--- config.mk ---
export PLATFORM = sky130hd
export DESIGN_NAME = tick_timeout_counter
export DESIGN_NICKNAME = d
export VERILOG_FILES = /design/src/rtl/tick_timeout_counter_pkg.sv /design/src/rtl/tick_timeout_counter_sync_edge_detect.sv /design/src/rtl/tick_timeout_counter.sv
export SDC_FILE = /design/constraint.sdc
export NUM_CORES = 1
export LEC_CHECK = 0
export CORE_MARGIN = 4
export CORE_UTILIZATION = 25
export DETAILED_ROUTE_END_ITERATION = 7
export SLEW_MARGIN = 20
export SYNTH_ARGS = -nofsm -noshare
export SYNTH_HDL_FRONTEND = slang
export SYNTH_SLANG_ARGS = --single-unit
export TNS_END_PERCENT = 50
--- constraint.sdc ---
create_clock -name clock_i -period 2.2 [get_ports clock_i]
set_clock_uncertainty 0.05 [all_clocks]
set_input_delay 0.33 -clock clock_i [delete_from_list [all_inputs] [get_ports clock_i]]
set_output_delay 0.33 -clock clock_i [all_outputs]
set_load 0.02 [all_outputs]
--- src/rtl/tick_timeout_counter_pkg.sv ---
// Shared definitions for the seconds timeout counter: state encodings and defaults.
package tick_timeout_counter_pkg;

  typedef enum logic [1:0] {
    ST_IDLE    = 2'd0,
    ST_RUN     = 2'd1,
    ST_EXPIRED = 2'd2
  } timer_state_e;

  localparam int CNT_W_DEFAULT   = 6;
  localparam int TIMEOUT_DEFAULT = 30;

endpackage

--- src/rtl/tick_timeout_counter_sync_edge_detect.sv ---
// Two-flop synchronizer for a slow asynchronous level, plus an edge flop for a rise pulse.
module tick_timeout_counter_sync_edge_detect (
  input  logic clk_i,
  input  logic rst_i,
  input  logic async_i,
  output logic level_o,
  output logic rise_o
);

  logic s1_q, s2_q, s3_q;

  always_ff @(posedge clk_i) begin
    if (rst_i) begin
      s1_q <= 1'b0;
      s2_q <= 1'b0;
      s3_q <= 1'b0;
    end else begin
      s1_q <= async_i;
      s2_q <= s1_q;
      s3_q <= s2_q;
    end
  end

  assign level_o = s2_q;
  assign rise_o  = s2_q & ~s3_q;

endmodule

--- src/rtl/tick_timeout_counter.sv ---
// Counts seconds down from a loaded window using ticks derived from the ~1 Hz divided clock.
module tick_timeout_counter
  import tick_timeout_counter_pkg::*;
#(
  parameter int CNT_W   = CNT_W_DEFAULT,
  parameter int TIMEOUT = TIMEOUT_DEFAULT
) (
  input  logic             clock_i,
  input  logic             reset_i,
  input  logic             clock_div_i,
  input  logic             start_i,
  input  logic             cancel_i,
  input  logic [CNT_W-1:0] load_value_i,
  output logic [CNT_W-1:0] remaining_o,
  output logic             running_o,
  output logic             expired_o,
  output logic             timeout_o,
  output logic             blink_o
);

  timer_state_e     state_q, state_d;
  logic [CNT_W-1:0] rem_q, rem_d;
  logic             running_q, running_d;
  logic             expired_q, expired_d;
  logic             timeout_q, timeout_d;
  logic             div_level;
  logic             tick;
  logic [CNT_W-1:0] load_sel;

  tick_timeout_counter_sync_edge_detect u_sync (
    .clk_i   (clock_i),
    .rst_i   (reset_i),
    .async_i (clock_div_i),
    .level_o (div_level),
    .rise_o  (tick)
  );

  assign load_sel = (load_value_i == '0) ? CNT_W'(TIMEOUT) : load_value_i;

  // cancel beats start, start beats tick (a tick in a reload cycle is dropped)
  always_comb begin
    state_d   = state_q;
    rem_d     = rem_q;
    timeout_d = 1'b0;
    if (cancel_i) begin
      state_d = ST_IDLE;
      rem_d   = '0;
    end else if (start_i) begin
      state_d = ST_RUN;
      rem_d   = load_sel;
    end else begin
      case (state_q)
        ST_RUN: begin
          if (tick) begin
            if (rem_q > CNT_W'(1)) begin
              rem_d = rem_q - CNT_W'(1);
            end else begin
              rem_d     = '0;
              state_d   = ST_EXPIRED;
              timeout_d = 1'b1;
            end
          end
        end
        ST_EXPIRED: rem_d = '0;
        ST_IDLE:    rem_d = '0;
        default: begin
          state_d = ST_IDLE;
          rem_d   = '0;
        end
      endcase
    end
    running_d = (state_d == ST_RUN);
    expired_d = (state_d == ST_EXPIRED);
  end

  always_ff @(posedge clock_i) begin
    if (reset_i) begin
      state_q   <= ST_IDLE;
      rem_q     <= '0;
      running_q <= 1'b0;
      expired_q <= 1'b0;
      timeout_q <= 1'b0;
    end else begin
      state_q   <= state_d;
      rem_q     <= rem_d;
      running_q <= running_d;
      expired_q <= expired_d;
      timeout_q <= timeout_d;
    end
  end

  assign remaining_o = rem_q;
  assign running_o   = running_q;
  assign expired_o   = expired_q;
  assign timeout_o   = timeout_q;
  assign blink_o     = div_level & (running_q | expired_q);

endmodule

# Word level (Yosys, flattened, before mapping)
# Cells that the tools add are included.
# op_classes
n_mux,11
bitwise_logic,6
mul,0
magnitude_cmp,1
n_shift,0
reduce_logical,5
add_sub_neg,1
div,0
n_eq_ne,5
# op_table
operator,count
6-bit 2-to-1 mux,5
2-bit 2-to-1 mux,4
"6-bit by 1-bit greater-than comparator with 1-bit output, second input constant",1
6-bit logical NOT,1
"6-bit by 1-bit subtractor with 6-bit output, second input constant",1
5-bit OR reduction,1
"2-bit by 1-bit equality test with 1-bit output, second input constant",2
"2-bit equality test, second input constant",2
2-bit one-hot mux with 2 select lines,1
2-bit OR reduction,2
"3-bit != test, second input constant",1
1-bit inverter,3
1-bit AND,2
2-bit logical NOT,1
1-bit 2-to-1 mux,1
1-bit OR,1
# totals
latchBits,0
mem_count,0
romBits,0
out_inout_bits,10
ff_bits,14
input_bits,11
ramBits,0
elab_cells,37

# Logic depth before layout (Yosys ltp)
# Gate-level depths: netlist (run 1).
# depth
depth_word,7
mapped_depth,7
ltp_nobuf,6

# By module
# Synthesis (run 1) repeated with hierarchy kept, for this count alone.
# hier_totals
hier_cells,82
area_unflattened_um2,724.4
# by_module_without_submodules
mod,seq_area_each_um2,area_per_inst_um2,n_inst,cells_per_inst
tick_timeout_counter,220.2,636.9,1,75
tick_timeout_counter_sync_edge_detect,60.1,87.6,1,7

# Worst setup path before layout (run 1)
# OpenSTA, ideal clock, no wires.
# synth_path
path_type,reg-to-reg
from,"register rem_q[2], in the netlist remaining_o[2]"
to,"register rem_q[4], in the netlist remaining_o[4]"
arrival_time_ps,1447
setup_time_ps,129
path_buffers,1
slack_ps,574
path_stages_with_launch,6
synth_period_minus_slack_ps,1626
path_cell_list,dfxtp_1 > or3_4 > or2_1 > buf_6 > a41oi_2 > o22ai_1
# synth_between
elab_chain_len,5
word_cells_on_any_way,6
classes_between,add/sub: 1; order compare: 1; mux: 4
# synth_rtl
item,line_no,rtl
from (decl),tick_timeout_counter.sv:22,"logic [CNT_W-1:0] rem_q, rem_d;"
from (signal assigned),tick_timeout_counter.sv:85,rem_q <= rem_d;
6-bit by 1-bit subtractor with 6-bit output / 6-bit by 1-bit greater-than comparator with 1-bit output (equally long branches),"tick_timeout_counter.sv:56, tick_timeout_counter.sv:55",
6-bit 2-to-1 mux (*),tick_timeout_counter.sv:55,if (rem_q > CNT_W'(1)) begin
6-bit 2-to-1 mux (*),tick_timeout_counter.sv:54,if (tick) begin
6-bit 2-to-1 mux (*),tick_timeout_counter.sv:52,case (state_q)
6-bit 2-to-1 mux (*),tick_timeout_counter.sv:48,end else if (start_i) begin
# Every way passes the cells marked *; elsewhere a longest branch is shown, timed or not. The select of a mux whose other input is x is not followed.
# A chain may end at the register's enable or synchronous reset.

# Worst setup path in the final report (run 1)
# layout_path
from,"register u_sync.s2_q, in the netlist u_sync.level_o"
to,output port blink_o
# layout_between
elab_chain_len,1
# layout_rtl
item,line_no,rtl
from (decl),tick_timeout_counter_sync_edge_detect.sv:10,"logic s1_q, s2_q, s3_q;"
from (signal assigned),tick_timeout_counter_sync_edge_detect.sv:19,s2_q <= s1_q;
1-bit AND,tick_timeout_counter.sv:96,assign blink_o = div_level & (running_q | expired_q);
to (decl),tick_timeout_counter.sv:18,output logic blink_o
# No other way between the ends.

==> results of run 1 <==
==> logic make-up (layout without fill, tap and decap cells) <==
kind of cell | count (synthesis) | in the layout | synth area share, %
and+or+nand+nor | 36 | 36 | 28.34
AOI/OAI and AO/OA | 25 | 25 | 23.71
DFF | 14 | 14 | 39.93
buffers and inverters | 6 | 29 | 4.455
adders and majority gates | 2 | 2 | 3.564
==> synth_stat cells, types with 2 or more instances <==
library cell,n
dfxtp_1,14
nor3_1,8
a21oi_1,6
nand2_1,6
nor2b_1,6
o31ai_1,4
a31oi_1,3
inv_1,3
nor2_1,3
o21ai_0,3
o22ai_1,3
ha_1,2
nand3_1,2
or2_2,2
or3_1,2
==> state kept, by name, summed over array words and instances (netlist names) <==
name            count
remaining_o         6
u_sync.s1_q         1
u_sync.s3_q         1
timeout_o           1
u_sync.level_o      1
state_q             2
expired_o           1
running_o           1
==> metal layers <==
metal / GRT usage, % / up-vias
met3: 2.553 / 0
li1: - / 352
met1: 14.07 / 318
met2: 15.57 / 16
met5: 0 / -
met4: 2.786 / 0
==> power groups by stage <==
stage	Clock [mW]	Sequential [mW]	Combinational, mW
4_1_cts	0.190	0.269	0.0985
3_3_place_gp	0	0.274	0.0971
2_1_floorplan	0	0.279	0.0537
6_report	0.184	0.269	0.0980
3_5_place_dp	0	0.275	0.0982
5_1_grt	0.203	0.271	0.108
==> worst paths after layout <==
| path | startpoint | endpoint | cells past startpoint |
|---|---|---|---|
| hold reg to reg | u_sync.s1_q | u_sync.level_o | 1 |
| setup reg to reg | remaining_o[0] | remaining_o[2] | 6 |
| setup / recovery | u_sync.level_o | blink_o | 2 |
| hold / removal | u_sync.s1_q | u_sync.level_o | 1 |
==> final cells by class <==
cell class / instances / area, um2 / share of cell area [%]
Clock buffer: 4 / 36.28 / 3.737
Inverter: 3 / 11.26 / 1.160
Multi-Input combinational cell: 63 / 390.4 / 40.21
Sequential cell: 14 / 280.3 / 28.87
Tap cell: 30 / 37.54 / 3.866
Timing Repair Buffer: 22 / 215.2 / 22.16
==> reports/results.txt, run 1 <==
Via Count - 686
Met2 Routed Length - 803 um
Int Power - 0.4102 mW
DRC - 0
post-synth top area share - 39.93%
initial antenna violation count - 0
FFs w/ async S/R, synth - 0%
Hold Vio Cnt, Final - 0
syn_nets - 96
clock net sink count - 14
CTS tree - done
worst endpoint required time - 1.82 ns
drt pass-1 iters - 4
top cells by area, synth - dfxtp_1, nor3_1, nor2b_1
final worst-path cycle share - 79.97%
placed cells - 132
Synth Register Bits - 14
CP max FO - 4
synthesized area - 701.9 um2
Highest Signal Layer - met3
TNS Setup - 0 ns
Seq/Total Area, Yosys - 39.93%
input/output buffers - 20
CTS resizes - 0
cell family with most CP delay - buffers and inverters
Clk Latency, worst-skew pair - 0.27 ns
Non-Filler Instances - 136
ys flop type - dfxtp_1
share of layout cells above drive strength 1 - 9.434%
Wirelength per Cell - 12.38 um
CTS root buf - clkbuf_4
hold_buf cts - 0
Bufs and invs on worst path - 1
area leader, netlist - dfxtp_1
Post-DP HPWL - 1.376 mm
die height - 60.99 um
Post-synth EDFFs - 0
Global Route Usage Sum - 10.13%
PwrDens - 567.5 nW/um2
DRT antenna net count - 0
fin util - 37.82%
most frequent cells in the layout - clkdlybuf4s50_1, dfxtp_1, nor3_1
startpoint types - flop
syn avg cell area - 8.457 um2
Min Hold Slack - 0.4064 ns
crit path kind - flop to output pin
Max H-tree Level - 1
Worst slew margin - 76.59%
Worst Tran Pin Value - 0.3468 ns
crit-path max cell delay - 0.60 ns
nets - 120
DR vias/cell - 5.044
Core ar. - 2567 um2
first-pass GRT wire length - 2.835 mm
min-delay worst type - flop to flop
ant diodes - 0
sequential fraction of design power - 48.8%
row count - 18
CP Capture Type - output pin
fmax - 568.4 MHz
RSZ-0062 raised after global routing - no
Comb power frac - 17.8%
Period minus WS final - 1.759 ns
Worst VDD drop - 242.9 uV
max_cap viols - 0
die footprint - 3719 um2
Area growth, synth to finish - 38.32%
Top Ports - 21
R2R setup slack - 0.49 ns
most common cell after layout, fill and taps aside - clkdlybuf4s50_1
largest net degree at the start of global routing - 9
WL met3 - 108 um
status - finished, final reports clean
DR iter-0 viols - 11
final WL - 1.684 mm
post-route cell area - 970.9 um2
overall power - 0.5510 mW
synth warn - 0
setup repair bufs after CTS - 0
clock power share - 33.4%
Arr. time, crit path - 1.38 ns
vias in the first global route - 664
Met1 Wirelength - 772 um
Initial Util - 27.34%
CTS max path bufs - 2
gr ovfl total - 0
CP max-delay cell - clkdlybuf4s50_1
Final Max Slew Viols - 0
Fillers - 290
cells along the critical path - o21a_1, clkdlybuf4s50_1
Final Worst Setup Slack - 0.4406 ns
DP Area - 934.6 um2
clock buffer count from CTS - 3
NetSw - 0.1408 mW
switching part of the total power - 25.56%
Setup Slack @ Placement - 0.4272 ns
clock slew seen by the registers of the worst setup and hold paths - 0.09 ns
Leak - 0.3407 nW
global placement routability congestion - 0.8927
synth unique cells - 31
Final setup violation count - 0
Synth Instances - 83
chip width - 60.99 um
Power figures use the tool's default switching activity.
==> inputs of run 2 (changes only) <==
- clock period: 2.2 -> 1.7 ns (I/O delays scaled with it)
==> run 2 against run 1 <==
Power is 34% higher. Highest routed layer is now met4. Cell area increased by 7.1%. Hold slack got worse by 0.014 ns. Clock power up 33%. Non-clock buffer count is 8 higher. Critical path type unchanged. Core utilization is 2.7 points higher. Combinational power is 54% higher. Critical path depth decreased by 1. Global-route usage increased by 1.4 points.
==> reports/results.txt, run 2 (synthesis results as in run 1) <==
status - finished, final reports clean (unchanged)
Clk Latency, worst-skew pair - 0.28 ns (was 0.27 ns)
Initial Util - 27.34% (unchanged)
drt pass-1 iters - 4 (unchanged)
PwrDens - 712.0 nW/um2 (was 567.5 nW/um2)
CTS root buf - clkbuf_4 (unchanged)
initial antenna violation count - 0 (unchanged)
die height - 60.99 um (unchanged)
Final setup violation count - 0 (unchanged)
Period minus WS final - 1.585 ns
Top Ports - 21 (unchanged)
nets - 128 (was 120)
max reg flops - 6 (unchanged)
most frequent cells in the layout - clkdlybuf4s50_1, dfxtp_1, buf_4 (was clkdlybuf4s50_1, dfxtp_1, nor3_1)
crit-path max cell delay - 0.62 ns (was 0.60 ns)
Worst Setup SP - remaining_o[4] (was u_sync.level_o)
first-pass GRT wire length - 3.167 mm (was 2.835 mm)
Hold Vio Cnt, Final - 0 (unchanged)
setup repair bufs after CTS - 0 (unchanged)
Via Count - 700 (was 686)
input/output buffers - 20 (unchanged)
clock slew seen by the registers of the worst setup and hold paths - 0.09 ns (about the same)
fin util - 40.50% (was 37.82%)
ant diodes - 0 (unchanged)
reg2reg start - remaining_o[0] (unchanged)
die footprint - 3719 um2 (unchanged)
cells along the critical path - clkdlybuf4s50_1 (was o21a_1, clkdlybuf4s50_1)
DP Area - 994.7 um2 (was 934.6 um2)
clock power share - 32.9% (was 33.4%)
DR iter-0 viols - 7 (was 11)
Comb power frac - 20.4% (was 17.8%)
Final Worst Setup Slack - 0.1154 ns (was 0.4406 ns)
clock net sink count - 14 (unchanged)
row count - 18 (unchanged)
share of layout cells above drive strength 1 - 18.42% (was 9.434%)
final WL - 1.813 mm (was 1.684 mm)
crit path kind - flop to output pin (unchanged)
Worst VDD drop - 399.3 uV (was 242.9 uV)
gr ovfl total - 0 (unchanged)
sequential fraction of design power - 46.7% (was 48.8%)
Hold Startpoint - u_sync.s1_q (unchanged)
Max H-tree Level - 1 (unchanged)
CP max-delay cell - clkdlybuf4s50_1 (unchanged)
max_cap viols - 0 (unchanged)
hold_buf cts - 0 (unchanged)
CTS max path bufs - 2 (unchanged)
RSZ-0062 raised after global routing - yes (was no)
Final Max Slew Viols - 0 (unchanged)
switching part of the total power - 25.90% (was 25.56%)
Setup Slack @ Placement - -0.002898 ns (was 0.4272 ns)
global placement routability congestion - 0.8184 (was 0.8927)
DRC - 0 (unchanged)
post-route cell area - 1040 um2 (was 970.9 um2)
Global Route Usage Sum - 11.52% (was 10.13%)
CP Capture Type - output pin (unchanged)
vias in the first global route - 728 (was 664)
Leak - 0.4187 nW (was 0.3407 nW)
chip width - 60.99 um (unchanged)
cell family with most CP delay - buffers and inverters (unchanged)
Non-Filler Instances - 144 (was 136)
Wirelength per Cell - 12.59 um (was 12.38 um)
worst endpoint required time - 1.39 ns (was 1.82 ns)
Arr. time, crit path - 1.28 ns (was 1.38 ns)
startpoint types - flop (unchanged)
clock buffer count from CTS - 3 (unchanged)
Core ar. - 2567 um2 (unchanged)
largest net degree at the start of global routing - 9 (unchanged)
Post-DP HPWL - 1.524 mm (was 1.376 mm)
placed cells - 140 (was 132)
NetSw - 0.1918 mW (was 0.1408 mW)
Int Power - 0.5486 mW (was 0.4102 mW)
CP max FO - 3 (was 4)
CTS tree - done (unchanged)
Worst slew margin - 76.12% (was 76.59%)
fmax - 631.1 MHz
Area growth, synth to finish - 48.13% (was 38.32%)
Worst Tran Pin Value - 0.3574 ns (was 0.3468 ns)
DR vias/cell - 4.861 (was 5.044)
DRT antenna net count - 0 (unchanged)
overall power - 0.7403 mW (was 0.5510 mW)
Fillers - 279 (was 290)
min-delay worst type - flop to flop (unchanged)
most common cell after layout, fill and taps aside - clkdlybuf4s50_1 (unchanged)
Bufs and invs on worst path - 1 (unchanged)
final worst-path cycle share - 93.21%
[run 2: power by group through the flow]
| stage | logic [mW] | registers, mW | clock network [mW] |
|---|---|---|---|
| detailed placement | 0.151 | 0.353 | 0 |
| CTS | 0.151 | 0.346 | 0.249 |
| finish | 0.151 | 0.346 | 0.244 |
| floorplan | 0.0695 | 0.361 | 0 |
| global placement | 0.148 | 0.353 | 0 |
| global route | 0.164 | 0.348 | 0.262 |
[run 2: worst paths after layout]
kind	cells past startpoint	slack, ns	end
setup / recovery	1	0.12	remaining_o[4]
hold / removal	1	0.39	u_sync.level_o
setup reg to reg	7	0.12	state_q[0]
hold reg to reg	1	0.39	u_sync.level_o
[run 2: metal layers]
layer / global-route usage (%) / up-vias / part of all wire [%]
met5: 0 / - / 0
met4: 6.502 / 0 / 1.9
met3: 3.191 / 6 / 4.1
met2: 17.10 / 18 / 48
met1: 14.96 / 306 / 46
li1: - / 370 / -
[run 2: metrics by stage]
| step | setup TNS [ns] | hold WS (ns) |
|---|---|---|
| 6_report | 0 | 0.3929 |
| 5_1_grt | -0.007759 | 0.4184 |
| 4_1_cts | 0 | 0.3985 |
| 3_5_place_dp | -0.002898 | 0.3797 |
| 3_3_place_gp | 0 | 0.3659 |
| 2_1_floorplan | 0 | 0.2766 |
[run 2: repair_timing]
action,in CTS,in global routing
endpoints found under the setup margin,1,11
resized for setup,1,5
endpoints found under the hold margin,0,0
pin swaps,0,2
cloned,0,0
[run 2: final cells by class]
cell class / instances / area (um2) / area share (%)
Clock buffer: 4 / 36.28 / 3.490
Inverter: 3 / 11.26 / 1.083
Multi-Input combinational cell: 63 / 392.9 / 37.79
Sequential cell: 14 / 282.8 / 27.20
Tap cell: 30 / 37.54 / 3.610
Timing Repair Buffer: 30 / 279.0 / 26.84
